==> config.mk <==
export PLATFORM = sky130hd
export DESIGN_NAME = vect_exec_ctrl
export DESIGN_NICKNAME = d
export VERILOG_FILES = /design/src/rtl/vect_ctrl_pkg.sv /design/src/rtl/vect_fwd_match.sv /design/src/rtl/vect_exec_ctrl.sv
export SDC_FILE = /design/constraint.sdc
export NUM_CORES = 1
export LEC_CHECK = 0
export ABC_AREA = 1
export ABC_CLOCK_PERIOD_IN_PS = 3800
export BUFFER_PORTS_ARGS = -buffer_cell sky130_fd_sc_hd__buf_2
export CAP_MARGIN = 20
export CORE_MARGIN = 2
export CORE_UTILIZATION = 50
export DETAILED_ROUTE_END_ITERATION = 8
export PLACE_DENSITY = 0.82
export SYNTH_ARGS = -nofsm -noshare
export SYNTH_HDL_FRONTEND = slang
export SYNTH_SLANG_ARGS = --single-unit
export TNS_END_PERCENT = 100
==> constraint.sdc <==
create_clock -name clk -period 3.8 [get_ports clk]
set_input_delay 0.57 -clock clk [delete_from_list [all_inputs] [get_ports clk]]
set_output_delay 0.57 -clock clk [all_outputs]
set_load 0.005 [all_outputs]
==> src/rtl/vect_ctrl_pkg.sv <==
// Shared types and helpers for the vector execute-stage issue/hazard controller.
package vect_ctrl_pkg;

    typedef enum logic {RUN, MC_BUSY} vctrl_state_t;

    // aluControl codes matching this mask run on the multi-cycle ALU path
    localparam logic [3:0] MC_OPMASK = 4'b1100;

    function automatic logic is_multicycle(input logic [3:0] ctl);
        return (ctl & MC_OPMASK) == MC_OPMASK;
    endfunction

endpackage

==> src/rtl/vect_fwd_match.sv <==
// Combinational compare of the ID sources against the instruction currently in EX.
module vect_fwd_match #(
    parameter int REGW = 4
) (
    input  logic            id_valid,
    input  logic [REGW-1:0] id_rs1,
    input  logic [REGW-1:0] id_rs2,
    input  logic [REGW-1:0] id_rs3,
    input  logic            id_use_imm,
    input  logic            id_use_rs3,
    input  logic            ex_valid,
    input  logic            ex_we,
    input  logic            ex_is_load,
    input  logic [REGW-1:0] ex_rd,
    output logic            match_1,
    output logic            match_2,
    output logic            match_3,
    output logic            load_use
);

    logic ex_fwd;

    // EX can only supply a value when it really writes a non-zero register
    always_comb begin
        ex_fwd   = id_valid & ex_valid & ex_we & (ex_rd != '0);
        match_1  = ex_fwd & (ex_rd == id_rs1);
        match_2  = ex_fwd & (ex_rd == id_rs2);
        match_3  = ex_fwd & (ex_rd == id_rs3);
        // only sources the instruction actually reads can create a load-use hazard
        load_use = ex_is_load & (match_1 | (match_2 & ~id_use_imm) | (match_3 & id_use_rs3));
    end

endmodule

==> src/rtl/vect_exec_ctrl.sv <==
// Issue/hazard controller: operand-forward selects, load-use bubbles and
// multi-cycle ALU occupancy for the vector execute stage.
module vect_exec_ctrl
    import vect_ctrl_pkg::*;
#(
    parameter int REGW   = 4,
    parameter int MC_LAT = 3
) (
    input  logic            clk,
    input  logic            rst,
    input  logic            id_valid,
    input  logic [REGW-1:0] id_rs1,
    input  logic [REGW-1:0] id_rs2,
    input  logic [REGW-1:0] id_rs3,
    input  logic            id_use_imm,
    input  logic            id_use_rs3,
    input  logic [REGW-1:0] id_rd,
    input  logic            id_we,
    input  logic            id_is_load,
    input  logic [3:0]      id_alu_ctl,
    output logic            stall,
    output logic            ex_hold,
    output logic            ex_valid,
    output logic [REGW-1:0] ex_rd,
    output logic            ex_we,
    output logic            Fa,
    output logic            Fb,
    output logic            Fc,
    output logic            immSrc
);

    localparam int CW = $clog2(MC_LAT) + 1;

    vctrl_state_t    state_q, state_d;
    logic [CW-1:0]   cnt_q, cnt_d;
    logic            ex_valid_q, ex_valid_d;
    logic [REGW-1:0] ex_rd_q, ex_rd_d;
    logic            ex_we_q, ex_we_d;
    logic            ex_is_load_q, ex_is_load_d;
    logic            fa_q, fa_d, fb_q, fb_d, fc_q, fc_d, imm_q, imm_d;
    logic [REGW-1:0] mem_rd_q, mem_rd_d;
    logic            mem_we_q, mem_we_d;
    logic            mem_is_load_q, mem_is_load_d;
    logic            match_1, match_2, match_3, load_use;
    logic            issue;

    vect_fwd_match #(.REGW(REGW)) u_match (
        .id_valid   (id_valid),
        .id_rs1     (id_rs1),
        .id_rs2     (id_rs2),
        .id_rs3     (id_rs3),
        .id_use_imm (id_use_imm),
        .id_use_rs3 (id_use_rs3),
        .ex_valid   (ex_valid_q),
        .ex_we      (ex_we_q),
        .ex_is_load (ex_is_load_q),
        .ex_rd      (ex_rd_q),
        .match_1    (match_1),
        .match_2    (match_2),
        .match_3    (match_3),
        .load_use   (load_use)
    );

    // Next-state, ID/EX and MEM-tracker update; hold everything while the multi-cycle op drains
    always_comb begin
        state_d       = state_q;
        cnt_d         = cnt_q;
        ex_valid_d    = ex_valid_q;
        ex_rd_d       = ex_rd_q;
        ex_we_d       = ex_we_q;
        ex_is_load_d  = ex_is_load_q;
        fa_d          = fa_q;
        fb_d          = fb_q;
        fc_d          = fc_q;
        imm_d         = imm_q;
        mem_rd_d      = mem_rd_q;
        mem_we_d      = mem_we_q;
        mem_is_load_d = mem_is_load_q;
        stall         = 1'b0;
        ex_hold       = 1'b0;
        issue         = 1'b0;
        case (state_q)
            RUN: begin
                stall         = load_use;
                issue         = id_valid & ~load_use;
                mem_rd_d      = ex_rd_q;
                mem_we_d      = ex_we_q & (ex_rd_q != '0);
                mem_is_load_d = ex_is_load_q & ex_we_q & (ex_rd_q != '0);
                // a stalled or empty ID slot becomes a bubble with all selects cleared
                ex_valid_d    = issue;
                ex_rd_d       = issue ? id_rd : '0;
                ex_we_d       = issue & id_we;
                ex_is_load_d  = issue & id_is_load & id_we;
                fa_d          = issue & match_1;
                fb_d          = issue & match_2 & ~id_use_imm;
                fc_d          = issue & match_3 & id_use_rs3;
                imm_d         = issue & id_use_imm;
                if (issue && is_multicycle(id_alu_ctl)) begin
                    state_d = MC_BUSY;
                    cnt_d   = CW'(MC_LAT - 1);
                end
            end
            MC_BUSY: begin
                stall         = 1'b1;
                ex_hold       = 1'b1;
                // EX is frozen, so nothing new flows into MEM
                mem_rd_d      = '0;
                mem_we_d      = 1'b0;
                mem_is_load_d = 1'b0;
                cnt_d         = cnt_q - CW'(1);
                if (cnt_q == CW'(1)) begin
                    state_d = RUN;
                end
            end
            default: state_d = RUN;
        endcase
        if (rst) begin
            stall   = 1'b0;
            ex_hold = 1'b0;
        end
    end

    // Pipeline and FSM registers with synchronous reset
    always_ff @(posedge clk) begin
        if (rst) begin
            state_q       <= RUN;
            cnt_q         <= '0;
            ex_valid_q    <= 1'b0;
            ex_rd_q       <= '0;
            ex_we_q       <= 1'b0;
            ex_is_load_q  <= 1'b0;
            fa_q          <= 1'b0;
            fb_q          <= 1'b0;
            fc_q          <= 1'b0;
            imm_q         <= 1'b0;
            mem_rd_q      <= '0;
            mem_we_q      <= 1'b0;
            mem_is_load_q <= 1'b0;
        end else begin
            state_q       <= state_d;
            cnt_q         <= cnt_d;
            ex_valid_q    <= ex_valid_d;
            ex_rd_q       <= ex_rd_d;
            ex_we_q       <= ex_we_d;
            ex_is_load_q  <= ex_is_load_d;
            fa_q          <= fa_d;
            fb_q          <= fb_d;
            fc_q          <= fc_d;
            imm_q         <= imm_d;
            mem_rd_q      <= mem_rd_d;
            mem_we_q      <= mem_we_d;
            mem_is_load_q <= mem_is_load_d;
        end
    end

    // MEM-stage and mux-select invariants
    a_mem_load_we: assert property (@(posedge clk) disable iff (rst) mem_is_load_q |-> mem_we_q);
    a_mem_rd_nz:   assert property (@(posedge clk) disable iff (rst) mem_we_q |-> (mem_rd_q != '0));
    a_mux_sel:     assert property (@(posedge clk) disable iff (rst) !(fb_q && imm_q));

    assign ex_valid = ex_valid_q;
    assign ex_rd    = ex_rd_q;
    assign ex_we    = ex_we_q;
    assign Fa       = fa_q;
    assign Fb       = fb_q;
    assign Fc       = fc_q;
    assign immSrc   = imm_q;

endmodule

### After elaboration in Yosys (flattened, before gate mapping)

Cells that the tools add are included.

| storage, ports and cells | value |
|---|---|
| bits in registers | 15 |
| bits in latches | 0 |
| memory bits (writable) | 0 |
| ROM bits | 0 |
| output and inout bits | 12 |
| logic and storage cells | 53 |
| memories kept | 0 |

| operators by class | value |
|---|---|
| add/sub/neg operators | 1 |
| multipliers | 0 |
| divide/modulo/power cells | 0 |
| $lt $le $gt $ge | 0 |
| eq/ne operators | 6 |
| shift operators | 0 |
| muxes and demuxes | 10 |
| bitwise operators | 24 |
| reductions and logical operators | 2 |

Operators by type and width:

| kind | number |
|---|---|
| 1-bit AND | 19 |
| 4-bit equality test | 3 |
| 3-bit one-hot mux with 2 select lines | 1 |
| 1-bit two-way mux | 5 |
| 4-bit two-way mux | 1 |
| 1-bit one-hot mux with 2 select lines | 2 |
| 4-bit nonzero test | 1 |
| 3-bit by 1-bit equality test with 1-bit output, second input constant | 1 |
| 3-bit two-way mux | 1 |
| 1-bit NOT | 3 |
| 3-bit by 1-bit subtractor with 3-bit output, second input constant | 1 |
| 2-bit equality test, second input constant | 1 |
| 2-bit != test, second input constant | 1 |
| 1-bit OR | 2 |
| 1-bit logical AND | 1 |

### Depth between registers and ports, before layout

| depth | value |
|---|---|
| depth after elaboration | 13 |
| mapped depth | 12 |
| mapped depth without buffers | 12 |

### Hierarchy

A second synthesis with hierarchy kept.

| unflattened totals | value |
|---|---|
| cell total of the unflattened synthesis | 147 |
| area total of the unflattened synthesis | 929.6 µm² |

Modules (own cells, without submodules):

| module | instances | cells each | area an instance (µm²) |
|---|---|---|---|
| vect_exec_ctrl | 1 | 82 | 646.9 |
| vect_fwd_match | 1 | 65 | 282.8 |

### Least setup slack after synthesis

Ideal clock, no wire load.

| path | value |
|---|---|
| path type | input-to-output |
| start | input id_valid |
| end | output stall |
| arrival time | 1.217 ns |
| required time | 3.230 ns |
| slack | 2.013 ns |
| stages | 6 |
| path buffers | 0 |
| cells stage by stage | nand3_1 a21oi_1 nand3_1 nand3_1 nand2_2 a21oi_1 |

| between the ends | value |
|---|---|
| cells in the longest elaborated chain, start to end | 10 |
| elaborated cells between the ends (all ways) | 13 |
| those cells by class | 2 x mux; 11 x bitwise |

RTL lines:

| what | line | source |
|---|---|---|
| from (decl) | vect_exec_ctrl.sv:11 | `input logic id_valid,` |
| 1-bit AND (*) (3 in series) | vect_fwd_match.sv:25 | `ex_fwd = id_valid & ex_valid & ex_we & (ex_rd != '0);` |
| 1-bit AND | vect_fwd_match.sv:27 | `match_2 = ex_fwd & (ex_rd == id_rs2);` |
| 1-bit AND | vect_fwd_match.sv:30 | `load_use = ex_is_load & (match_1 \| (match_2 & ~id_use_imm) \| (match_3 & id_use_rs3));` |
| 1-bit OR | vect_fwd_match.sv:30 |  |
| 1-bit OR (*) | vect_fwd_match.sv:30 |  |
| 1-bit AND (*) | vect_fwd_match.sv:30 |  |
| 1-bit one-hot mux with 2 select lines (*) | vect_exec_ctrl.sv:82 | `case (state_q)` |
| 1-bit two-way mux (*) | vect_exec_ctrl.sv:117 | `if (rst) begin` |
| to (decl) | vect_exec_ctrl.sv:21 | `output logic stall,` |

Every way passes the cells marked *; elsewhere a longest branch is shown, timed or not.

### Worst setup path after layout

| path | value |
|---|---|
| start | register ex_rd_q[2], in the netlist ex_rd[2] |
| end | output stall |

| between the ends | value |
|---|---|
| cells in the longest elaborated chain, start to end | 9 |
| elaborated cells between the ends (all ways) | 15 |
| those cells by class | 3 x eq/ne; 2 x mux; 9 x bitwise; 1 x reduce/logical |

RTL lines:

| what | line | source |
|---|---|---|
| from (decl) | vect_exec_ctrl.sv:37 | `logic [REGW-1:0] ex_rd_q, ex_rd_d;` |
| from (signal assigned) | vect_exec_ctrl.sv:143 | `ex_rd_q <= ex_rd_d;` |
| 4-bit nonzero test | vect_fwd_match.sv:25 |  |
| 1-bit AND | vect_fwd_match.sv:25 |  |
| 1-bit AND | vect_fwd_match.sv:27 |  |
| 1-bit AND | vect_fwd_match.sv:30 |  |
| 1-bit OR | vect_fwd_match.sv:30 |  |
| 1-bit OR (*) | vect_fwd_match.sv:30 |  |
| 1-bit AND (*) | vect_fwd_match.sv:30 |  |
| 1-bit one-hot mux with 2 select lines (*) | vect_exec_ctrl.sv:82 |  |
| 1-bit two-way mux (*) | vect_exec_ctrl.sv:117 |  |

Marks and branches as above.

==> metrics.cfg <==
[min_path]
worstHoldStart=Fb$_SDFFE_PP0N_
hp-class=reg2reg
worst_hold_path.endpoint=Fb$_SDFFE_PP0N_
worstHoldPathCells=2

[power_and_ir_drop]
power_uw=322.7
ir_drop_uv=271.1
p_leak_nw=0.7093
p_per_area_nw_per_um2=281.3

[finish]
fillers=175
final_common_cell=nand2_1
design_area_um2=1147
drive_gt1_share_pct=24.74
area_growth_pct=26.13
nets=224
diodes=0
layout_common_cells=62 x nand2_1, 36 x buf_2, 24 x inv_1

[global_routing]
grt_start_max_net_pins=13
grt_remaining_overflow=0
grt_first_pass_wirelength_um=3222
antenna_found_initial=0
grt_pass1_vias=826
grt_usage_pct=20.86

[floorplanning]
core-area_um2=1727
row_count=15
dieWidth_um=46.65
start_util_pct=52.68
die_area_um2=2176
io_pins=39
die_h_um=46.65

[timing]
setup-tns-final_ns=0
fin_skew_ns=0.003689
fmax_mhz=445.1
grt_setup_unrepaired=false
slew_violations=0
final-setup-viol-count=0
relSlewSlack_pct=77.44
fin_crit_ns=2.247
hold_violations=0
fin_hold_ws_ns=0.4591
worst_pin_slew_ns=0.3353
fin_crit_sh_pct=59.13

[setup_path]
reg2reg_depth=9
critPathMaxFanout=8
worst-endpoint-required_ns=3.23
r2r_end=cnt_q[1]$_SDFFE_PP0P_
rr_startpoint=ex_rd[2]$_SDFFE_PP0N_
crit_path_end_kind=output port
r2r_slack_ns=2.20
crit_type=reg2out
cp-start-kind=flop
critPathArrivalTime_ns=1.68

[place]
place.gp.congestion=0.8329
placed_cell_area_um2=1120
portBuffers=36
dp_hpwl_um=1643

[synthesis]
yosysTopAreaCell=dfxtp_1
yosysUniqueCellTypes=18
netlist_area_um2=909.6
netlist_instances=155
syn_avg_cell_area_um2=5.869
yosys-top-cells-area=dfxtp_1 33%, nand2_1 26%, inv_1 9.9%
synth.top_cell.area_share_pct=33.01
postSynthRegisterBits=15
ys_seq_area_share_pct=33.01
synth_warnings=0
synth_fp_nets=184

[drt]
ant_nets=0
drt_wl_total_um=2038
drt_first_iter_violations=25
avgViaCountPerCell=4.671
firstDrtPassIters=4
vias=1023
routedWlPerCell_um=9.306
drc_errors=0

[clock_network]
htree_levels=1
cts_resized=0
ctsHoldBuffers=0
cts_inserted_buffers=3
worstSkewPairLatency_ns=0.28
path_clk_slew_ns=0.09
cts-root-buf=clkbuf_4
clock_sinks=15
cts_tree=built
cts_setup_buffers=0
ctsLongestPathBuffers=2

[job]
maxCapViolCount=0

[outcome]
status=completed

## area by class of cell
cell class | count | area (µm²) | area share [%]
Clock buffer | 3 | 22.52 | 1.963
Clock inverter | 1 | 5.005 | 0.4362
Inverter | 26 | 97.59 | 8.506
Multi-Input combinational cell | 112 | 503.0 | 43.84
Sequential cell | 15 | 300.3 | 26.17
Tap cell | 25 | 31.28 | 2.726
Timing Repair Buffer | 37 | 187.7 | 16.36
## how the worst max path moves through the flow
stage	startpoint	endpoint	slack, ns	cells after the start
floorplan	id_valid	stall	2.01	6
global placement	id_valid	stall	1.68	8
detailed placement	id_valid	stall	1.64	8
CTS	ex_rd[2]$_SDFFE_PP0N_	stall	1.56	7
global route	ex_rd[2]$_SDFFE_PP0N_	stall	1.38	7
finish	ex_rd[2]$_SDFFE_PP0N_	stall	1.55	7
## Yosys cell counts
cell	number
dfxtp_1	15
nor4_1	1
nor2_4	1
and3_2	1
nand4_1	2
buf_2	1
a21o_1	1
nor2_1	11
o21ai_1	1
nand3_1	14
o21ai_0	5
inv_2	2
a21oi_1	8
clkbuf_1	1
inv_1	24
nand2_1	62
nand2_2	3
ha_1	2
## logic make-up after synthesis
group / synth area share [%]
AND/OR/NAND/NOR: 44.02
buffers and inverters: 11.69
AO/OA/AOI/OAI: 8.528
flip-flops: 33.01
adder cells (fa/ha/maj): 2.751
## critical path, stage by stage (launching register included)
cell and delay [ns]:
dfxtp_1 0.48, nor2_1 0.09, a21oi_1 0.22, nand3_1 0.15
nand3_1 0.13, nand2_2 0.09, a21oi_1 0.12, buf_2 0.12
## registers in the layout (all words and copies together), names as in the netlist
name,flops
ex_rd,4
state_q,1
Fa,1
Fc,1
Fb,1
ex_is_load_q,1
immSrc,1
ex_valid,1
ex_we,1
cnt_q,3
## layer usage
layer  vias to the layer above  wire length (µm)  track usage, %
met4                         0                18           10.00
li1                        554                 -               -
met5                         -                 0               0
met2                        29               931           34.44
met3                         2                98           3.529
met1                       438               989           26.13
## per-stage QoR
stage               util, %  setup slack, ns  cells
floorplan                 -            2.013    155
global placement      64.86            1.678    215
detailed placement    64.86            1.639    215
CTS                   66.45            1.563    219
global route          66.45            1.383    219
finish                66.45            1.553    219
## power breakdown
group,total [mW],internal (mW),switching [mW]
clock,0.0899,0.0390,0.0509
combinational,0.0607,0.0271,0.0335
sequential,0.172,0.164,0.00788
(Power assumes the default switching activity.)
